**src/rtl/ifetch_unit.sv**
```systemverilog
// ---------------------------------------------------------------------------
// ifetch_unit
//
// Purpose:
//   Instruction fetch front end. It holds the fetch PC and issues one
//   outstanding read at a time to instruction memory. Returned words are
//   buffered together with their PC+4 in a small queue. The queue is
//   presented to decode over a valid/ready handshake. A redirect from
//   execute flushes the queue and squashes any read that is still in flight.
//
// Parameters:
//   RESET_PC     fetch PC loaded on reset
//   QDEPTH       instruction queue depth (power of two, >= 2)
//
// Ports:
//   clk          rising-edge clock
//   reset_n      asynchronous active-low reset
//   imem_req     read request, high while a transaction is pending
//   imem_addr    read address (current fetch PC)
//   imem_rvalid  read data valid, ends the current transaction
//   imem_rdata   read data
//   redirect     branch/jump taken this cycle
//   redirect_pc  redirect target
//   dec_valid    queue head valid
//   dec_ready    decode accepts the head
//   dec_instr    head instruction word
//   dec_pcplus4  head PC+4
//   misalign     sticky misaligned-redirect flag
//
// Build option:
//   IFETCH_ALIGN_CHECK_EN  When defined, a misaligned redirect target sets
//                          misalign. Fetch then parks in HALT until reset.
//                          When not defined, the target is force-aligned
//                          and misalign stays 0.
// ---------------------------------------------------------------------------
module ifetch_unit #(
  parameter logic [31:0] RESET_PC = 32'h0000_0000,
  parameter int          QDEPTH   = 2
) (
  input  logic        clk,
  input  logic        reset_n,
  output logic        imem_req,
  output logic [31:0] imem_addr,
  input  logic        imem_rvalid,
  input  logic [31:0] imem_rdata,
  input  logic        redirect,
  input  logic [31:0] redirect_pc,
  output logic        dec_valid,
  input  logic        dec_ready,
  output logic [31:0] dec_instr,
  output logic [31:0] dec_pcplus4,
  output logic        misalign
);

  localparam int PW = (QDEPTH > 1) ? $clog2(QDEPTH) : 1;
  localparam int CW = $clog2(QDEPTH + 1);
  localparam logic [CW-1:0] QFULL = CW'(QDEPTH);

`ifdef IFETCH_ALIGN_CHECK_EN
  typedef enum logic [1:0] {ST_IDLE, ST_WAIT, ST_DROP, ST_HALT} state_e;
`else
  typedef enum logic [1:0] {ST_IDLE, ST_WAIT, ST_DROP} state_e;
`endif

  state_e          state_q, state_d;
  logic [31:0]     fetch_pc_q, fetch_pc_d;
  logic [CW-1:0]   count_q, count_d;
  logic [PW-1:0]   rd_ptr_q, rd_ptr_d;
  logic [PW-1:0]   wr_ptr_q, wr_ptr_d;
  logic [31:0]     instr_q [QDEPTH];
  logic [31:0]     pc4_q   [QDEPTH];
  logic            push, pop;
  logic [31:0]     target_pc;
  logic            halt_pend;

`ifdef IFETCH_ALIGN_CHECK_EN
  logic misalign_q, misalign_d;
  logic target_bad;
  assign target_pc  = redirect_pc;
  assign target_bad = |redirect_pc[1:0];
  // Halt as soon as fetch is quiet: immediately if no read is in flight,
  // otherwise once the squashed read has drained through DROP.
  assign halt_pend  = misalign_q | (redirect & target_bad);
  assign misalign   = misalign_q;
`else
  logic unused_lowbits;
  assign target_pc      = {redirect_pc[31:2], 2'b00};
  assign halt_pend      = 1'b0;
  assign misalign       = 1'b0;
  assign unused_lowbits = ^redirect_pc[1:0];
`endif

  assign imem_req    = (state_q == ST_WAIT);
  assign imem_addr   = fetch_pc_q;
  assign dec_valid   = (count_q != '0);
  assign dec_instr   = instr_q[rd_ptr_q];
  assign dec_pcplus4 = pc4_q[rd_ptr_q];

  // A redirect cancels any pop in the same cycle.
  assign pop = dec_valid & dec_ready & ~redirect;

  // Next-state logic. Redirect overrides queue and FSM activity.
  always_comb begin
    state_d    = state_q;
    fetch_pc_d = fetch_pc_q;
    count_d    = count_q;
    rd_ptr_d   = rd_ptr_q;
    wr_ptr_d   = wr_ptr_q;
    push       = 1'b0;
`ifdef IFETCH_ALIGN_CHECK_EN
    misalign_d = misalign_q | (redirect & target_bad);
`endif

    if (redirect) begin
      count_d    = '0;
      rd_ptr_d   = '0;
      wr_ptr_d   = '0;
      fetch_pc_d = target_pc;
      unique case (state_q)
        ST_WAIT: state_d = imem_rvalid ? ST_IDLE : ST_DROP;
        ST_DROP: state_d = imem_rvalid ? ST_IDLE : ST_DROP;
        default: state_d = state_q;
      endcase
    end else begin
      unique case (state_q)
        ST_IDLE: begin
          if (count_q < QFULL) state_d = ST_WAIT;
        end
        ST_WAIT: begin
          if (imem_rvalid) begin
            push       = 1'b1;
            fetch_pc_d = fetch_pc_q + 32'd4;
          end
        end
        ST_DROP: begin
          if (imem_rvalid) state_d = ST_IDLE;
        end
        default: state_d = state_q;
      endcase

      count_d = count_q + CW'(push) - CW'(pop);
      if (push) wr_ptr_d = wr_ptr_q + PW'(1);
      if (pop)  rd_ptr_d = rd_ptr_q + PW'(1);
      // Only keep requesting while the next word is guaranteed a free slot.
      if (state_q == ST_WAIT && imem_rvalid && !(count_d < QFULL)) state_d = ST_IDLE;
    end

`ifdef IFETCH_ALIGN_CHECK_EN
    if (halt_pend && state_d == ST_IDLE) state_d = ST_HALT;
`endif
  end

  always_ff @(posedge clk or negedge reset_n) begin
    if (!reset_n) begin
      state_q    <= ST_IDLE;
      fetch_pc_q <= RESET_PC;
      count_q    <= '0;
      rd_ptr_q   <= '0;
      wr_ptr_q   <= '0;
      for (int i = 0; i < QDEPTH; i++) begin
        instr_q[i] <= '0;
        pc4_q[i]   <= '0;
      end
    end else begin
      state_q    <= state_d;
      fetch_pc_q <= fetch_pc_d;
      count_q    <= count_d;
      rd_ptr_q   <= rd_ptr_d;
      wr_ptr_q   <= wr_ptr_d;
      if (push) begin
        instr_q[wr_ptr_q] <= imem_rdata;
        pc4_q[wr_ptr_q]   <= fetch_pc_q + 32'd4;
      end
    end
  end

`ifdef IFETCH_ALIGN_CHECK_EN
  always_ff @(posedge clk or negedge reset_n) begin
    if (!reset_n) misalign_q <= 1'b0;
    else          misalign_q <= misalign_d;
  end
`endif

endmodule

```
**config.mk**
```make
export PLATFORM = sky130hd
export DESIGN_NAME = ifetch_unit
export DESIGN_NICKNAME = d
export VERILOG_FILES = /design/src/rtl/ifetch_unit.sv
export SDC_FILE = /design/constraint.sdc
export NUM_CORES = 1
export LEC_CHECK = 0
export ABC_AREA = 1
export CAP_MARGIN = 20
export CORE_AREA = 5 5 133 135
export DETAILED_ROUTE_END_ITERATION = 8
export DIE_AREA = 0 0 138 140
export PLACE_DENSITY = 0.78
export SLEW_MARGIN = 20
export SYNTH_ARGS = -nofsm -noshare
export SYNTH_HDL_FRONTEND = slang
export SYNTH_SLANG_ARGS = --single-unit
```
**constraint.sdc**
```tcl
create_clock -name clk -period 3.8 [get_ports clk]
set_input_delay 0.57 -clock clk [delete_from_list [all_inputs] [get_ports clk]]
set_output_delay 0.57 -clock clk [all_outputs]
set_load 0.02 [all_outputs]
```
==> impl_metrics.xml <==
<?xml version="1.0" encoding="UTF-8"?>
<metrics>
  <group name="status">
    <metric name="run_status" unit="">complete, no violations</metric>
  </group>
  <group name="critical_path">
    <metric name="worst-endpoint-required" unit="ns">3.23</metric>
    <metric name="cp_data_arrival_time" unit="ns">2.53</metric>
    <metric name="critical_path_peak_fanout" unit="">45</metric>
    <metric name="worstSetupPathType" unit="">flop to output pin</metric>
    <metric name="reg2regPathDepth" unit="">9</metric>
    <metric name="worstSetupEndpointType" unit="">output pin</metric>
    <metric name="critical_path.startpoint_type" unit="">flop</metric>
  </group>
  <group name="logic_synthesis">
    <metric name="synth_ff_type" unit="">dfrtp_1</metric>
    <metric name="synth-edff-count" unit="">0</metric>
    <metric name="synthArstFlopShare" unit="">1.00</metric>
    <metric name="yosys_warnings" unit="">0</metric>
    <metric name="synth_area" unit="um^2">8040</metric>
    <metric name="synth.yosys.seq_area_share" unit="">0.498</metric>
    <metric name="post_synth_inst_count" unit="">1080</metric>
    <metric name="ys_types" unit="">32</metric>
    <metric name="avgSynthCellArea" unit="um^2">7.44</metric>
    <metric name="postSynthRegisterBits" unit="">160</metric>
  </group>
  <group name="cts">
    <metric name="cts_max_path_buffers" unit="">2</metric>
    <metric name="tritoncts_clock_tree" unit="">built</metric>
    <metric name="post_cts.repair.setup_buffers" unit="">0</metric>
    <metric name="cts.clk_slew.worst_paths" unit="ns">0.06</metric>
    <metric name="clock_sink_count" unit="">160</metric>
    <metric name="ctsHtreeMaxLevel" unit="">4</metric>
    <metric name="buffer_cell_driving_the_clock_tree_root" unit="">clkbuf_16</metric>
    <metric name="number_of_cts_inserted_buffers" unit="">17</metric>
    <metric name="post_cts_resized" unit="">0</metric>
    <metric name="cts_hold_buffers" unit="">0</metric>
    <metric name="clock_latency" unit="ns">0.42</metric>
  </group>
  <group name="layout">
    <metric name="final_net_count" unit="">1297</metric>
    <metric name="antenna-diode-count" unit="">0</metric>
    <metric name="final_cells" unit="">1452</metric>
    <metric name="fraction_of_layout_instances_using_a_drive_strength_above_1" unit="">0.0511</metric>
    <metric name="utilization" unit="">0.633</metric>
    <metric name="area_delta_synth_final" unit="%">28.6</metric>
  </group>
  <group name="power">
    <metric name="p_total" unit="mW">7.40</metric>
    <metric name="power_density" unit="nW/um^2">716</metric>
    <metric name="ir_drop" unit="uV">369</metric>
    <metric name="power_leakage" unit="nW">5.10</metric>
  </group>
  <group name="die">
    <metric name="chipWidth" unit="um">138</metric>
    <metric name="row_count" unit="">47</metric>
    <metric name="floorplan.initialDensity" unit="">0.492</metric>
    <metric name="core_region_area" unit="um^2">16300</metric>
    <metric name="die_h" unit="um">140</metric>
    <metric name="boundaryPins" unit="">168</metric>
    <metric name="floorplan.die_area" unit="um^2">19300</metric>
  </group>
  <group name="drt">
    <metric name="avgViaCountPerCell" unit="">4.94</metric>
    <metric name="post_drt_wl_per_cell" unit="um">14.8</metric>
    <metric name="vias" unit="">7171</metric>
    <metric name="route.antenna.remaining_nets" unit="">0</metric>
    <metric name="drc_errors_left" unit="">0</metric>
    <metric name="drt_iter0_drc" unit="">422</metric>
    <metric name="drt_pass1_iterations" unit="">5</metric>
    <metric name="totalWireLength" unit="um">21500</metric>
  </group>
  <group name="sta">
    <metric name="post-route-period-util" unit="">0.816</metric>
    <metric name="maxSlewViolCount" unit="">0</metric>
    <metric name="fin_worst_skew" unit="ns">0.00736</metric>
    <metric name="setup-violations-final" unit="">0</metric>
    <metric name="max_clock_freq" unit="GHz">0.322</metric>
    <metric name="final_period_minus_worst_setup_slack" unit="ns">3.10</metric>
    <metric name="final-hold-violation-count" unit="">0</metric>
    <metric name="worst_pin_slew" unit="ns">0.873</metric>
    <metric name="relSlewSlack" unit="">0.416</metric>
    <metric name="rsz0062_at_grt" unit="">no</metric>
    <metric name="setup_total_negative_slack" unit="ns">0</metric>
  </group>
  <group name="placement">
    <metric name="globalplace.congestion" unit="">0.923</metric>
    <metric name="buffers_added_on_ports" unit="">160</metric>
    <metric name="dp_cells" unit="">1422</metric>
    <metric name="post-dp-hpwl" unit="um">15300</metric>
  </group>
  <group name="grt">
    <metric name="grt_overflow_total" unit="">0</metric>
    <metric name="number_of_global_route_vias_before_repair" unit="">6823</metric>
    <metric name="grt_max_degree" unit="">89</metric>
    <metric name="grt_util_all_layers" unit="">0.223</metric>
    <metric name="antenna_found_initial" unit="">0</metric>
    <metric name="global_route_wire_length_before_repair" unit="um">35200</metric>
  </group>
  <group name="worst_hold_path">
    <metric name="timing.hold.worst.class" unit="">input port to asynchronous set/reset pin</metric>
  </group>
  <group name="run">
    <metric name="max_cap_viol_count" unit="">0</metric>
  </group>
</metrics>
[worst paths after layout]
path,slack (ns),end,start
max,0.70,dec_pcplus4[24],rd_ptr_q
min,0.22,instr_q[26],reset_n
max reg2reg,1.32,imem_addr[26],state_q[1]
min reg2reg,0.47,pc4_q[4],pc4_q[4]
max in group asynchronous,2.74,imem_addr[17],reset_n
min in group clk,0.47,pc4_q[4],pc4_q[4]
[metal layers]
metal	wire length [um]	GRT usage	up-vias
li1	-	-	3613
met1	9680	0.300	3324
met2	10300	0.370	213
met3	1230	0.0518	21
met4	276	0.0504	0
met5	0	0	-
[power breakdown]
group	switching [mW]	total (mW)	internal [mW]
Clock	0.671	1.67	0.997
Combinational	1.73	3.05	1.31
Sequential	0.403	2.69	2.28
[cells by family after synthesis]
| kind of cell | after synthesis | share of synthesized area |
|---|---|---|
| DFF | 160 | 0.498 |
| adders and majority gates | 7 | 0.0109 |
| and+or+nand+nor | 624 | 0.306 |
| xor gates and xnor gates | 15 | 0.0173 |
| buffers and inverters | 142 | 0.0786 |
| other | 1 | 0.000466 |
| AOI/OAI and AO/OA | 131 | 0.0887 |
[sequential cells by signal, indices dropped and copies added, names as in the netlist]
register	cells
instr_q	64
pc4_q	60
imem_addr	30
count_q	2
state_q	2
rd_ptr_q	1
wr_ptr_q	1
[through the flow]
stage          area, um^2  setup slack (ns)  hold WS [ns]
2_1_floorplan        8050              1.45         0.274
3_3_place_gp         9770             0.923         0.457
3_5_place_dp         9770             0.847         0.459
4_1_cts             10300             0.674         0.254
5_1_grt             10300             0.502         0.283
6_report            10300             0.699         0.223
[worst max-delay path: stages, from the launching register on]
cell             delay, ns
dfrtp_2               0.72
buf_4                 0.53
nand2_1               0.09
nand2_1               0.13
clkdlybuf4s50_1       0.62
[layout by cell type, fill, tap and decap left out, drive strengths merged]
cell,instances
o21ai,113
dfrtp,160
inv,90
nand2,521
nor2,62
clkbuf,21
a21oi,1
clkinv,4
bufinv,2
nand3b,1
clkdlybuf4s50,159
o211ai,6
conb,5
o21bai,5
ha,7
o221ai,1
buf,13
xnor2,5
nand3,38
clkinvlp,1
a22o,5
or2,1
and2,1
xor2,10
[cell usage after synthesis (2+ instances only)]
| cell | instances | area share |
|---|---|---|
| nand2_1 | 518 | 0.24 |
| dfrtp_1 | 160 | 0.50 |
| inv_1 | 85 | 0.040 |
| o21ai_0 | 73 | 0.045 |
| nor2_1 | 52 | 0.024 |
| nand3_1 | 38 | 0.024 |
| o21ai_1 | 38 | 0.024 |
| buf_2 | 21 | 0.013 |
| clkbuf_1 | 16 | 0.0075 |
| xor2_1 | 9 | 0.0098 |
| buf_4 | 7 | 0.0065 |
| ha_1 | 7 | 0.011 |
| buf_6 | 6 | 0.0084 |
| nor2_2 | 6 | 0.0047 |
| o211ai_1 | 6 | 0.0056 |
| a22o_1 | 5 | 0.0054 |
| o21bai_1 | 5 | 0.0047 |
| xnor2_1 | 5 | 0.0054 |
| buf_1 | 3 | 0.0014 |
| inv_2 | 3 | 0.0014 |
| nand2_2 | 3 | 0.0023 |
| nor2_4 | 3 | 0.0042 |
| o21ai_2 | 2 | 0.0022 |
[layout make-up]
type	count	area (um^2)
Clock buffer	21	460
Clock inverter	9	109
Fill cell	1510	6010
Inverter	88	330
Multi-Input combinational cell	782	3420
Sequential cell	160	4010
Tap cell	220	275
Timing Repair Buffer	172	1740
No activity file was read; power rests on OpenSTA's default activity.
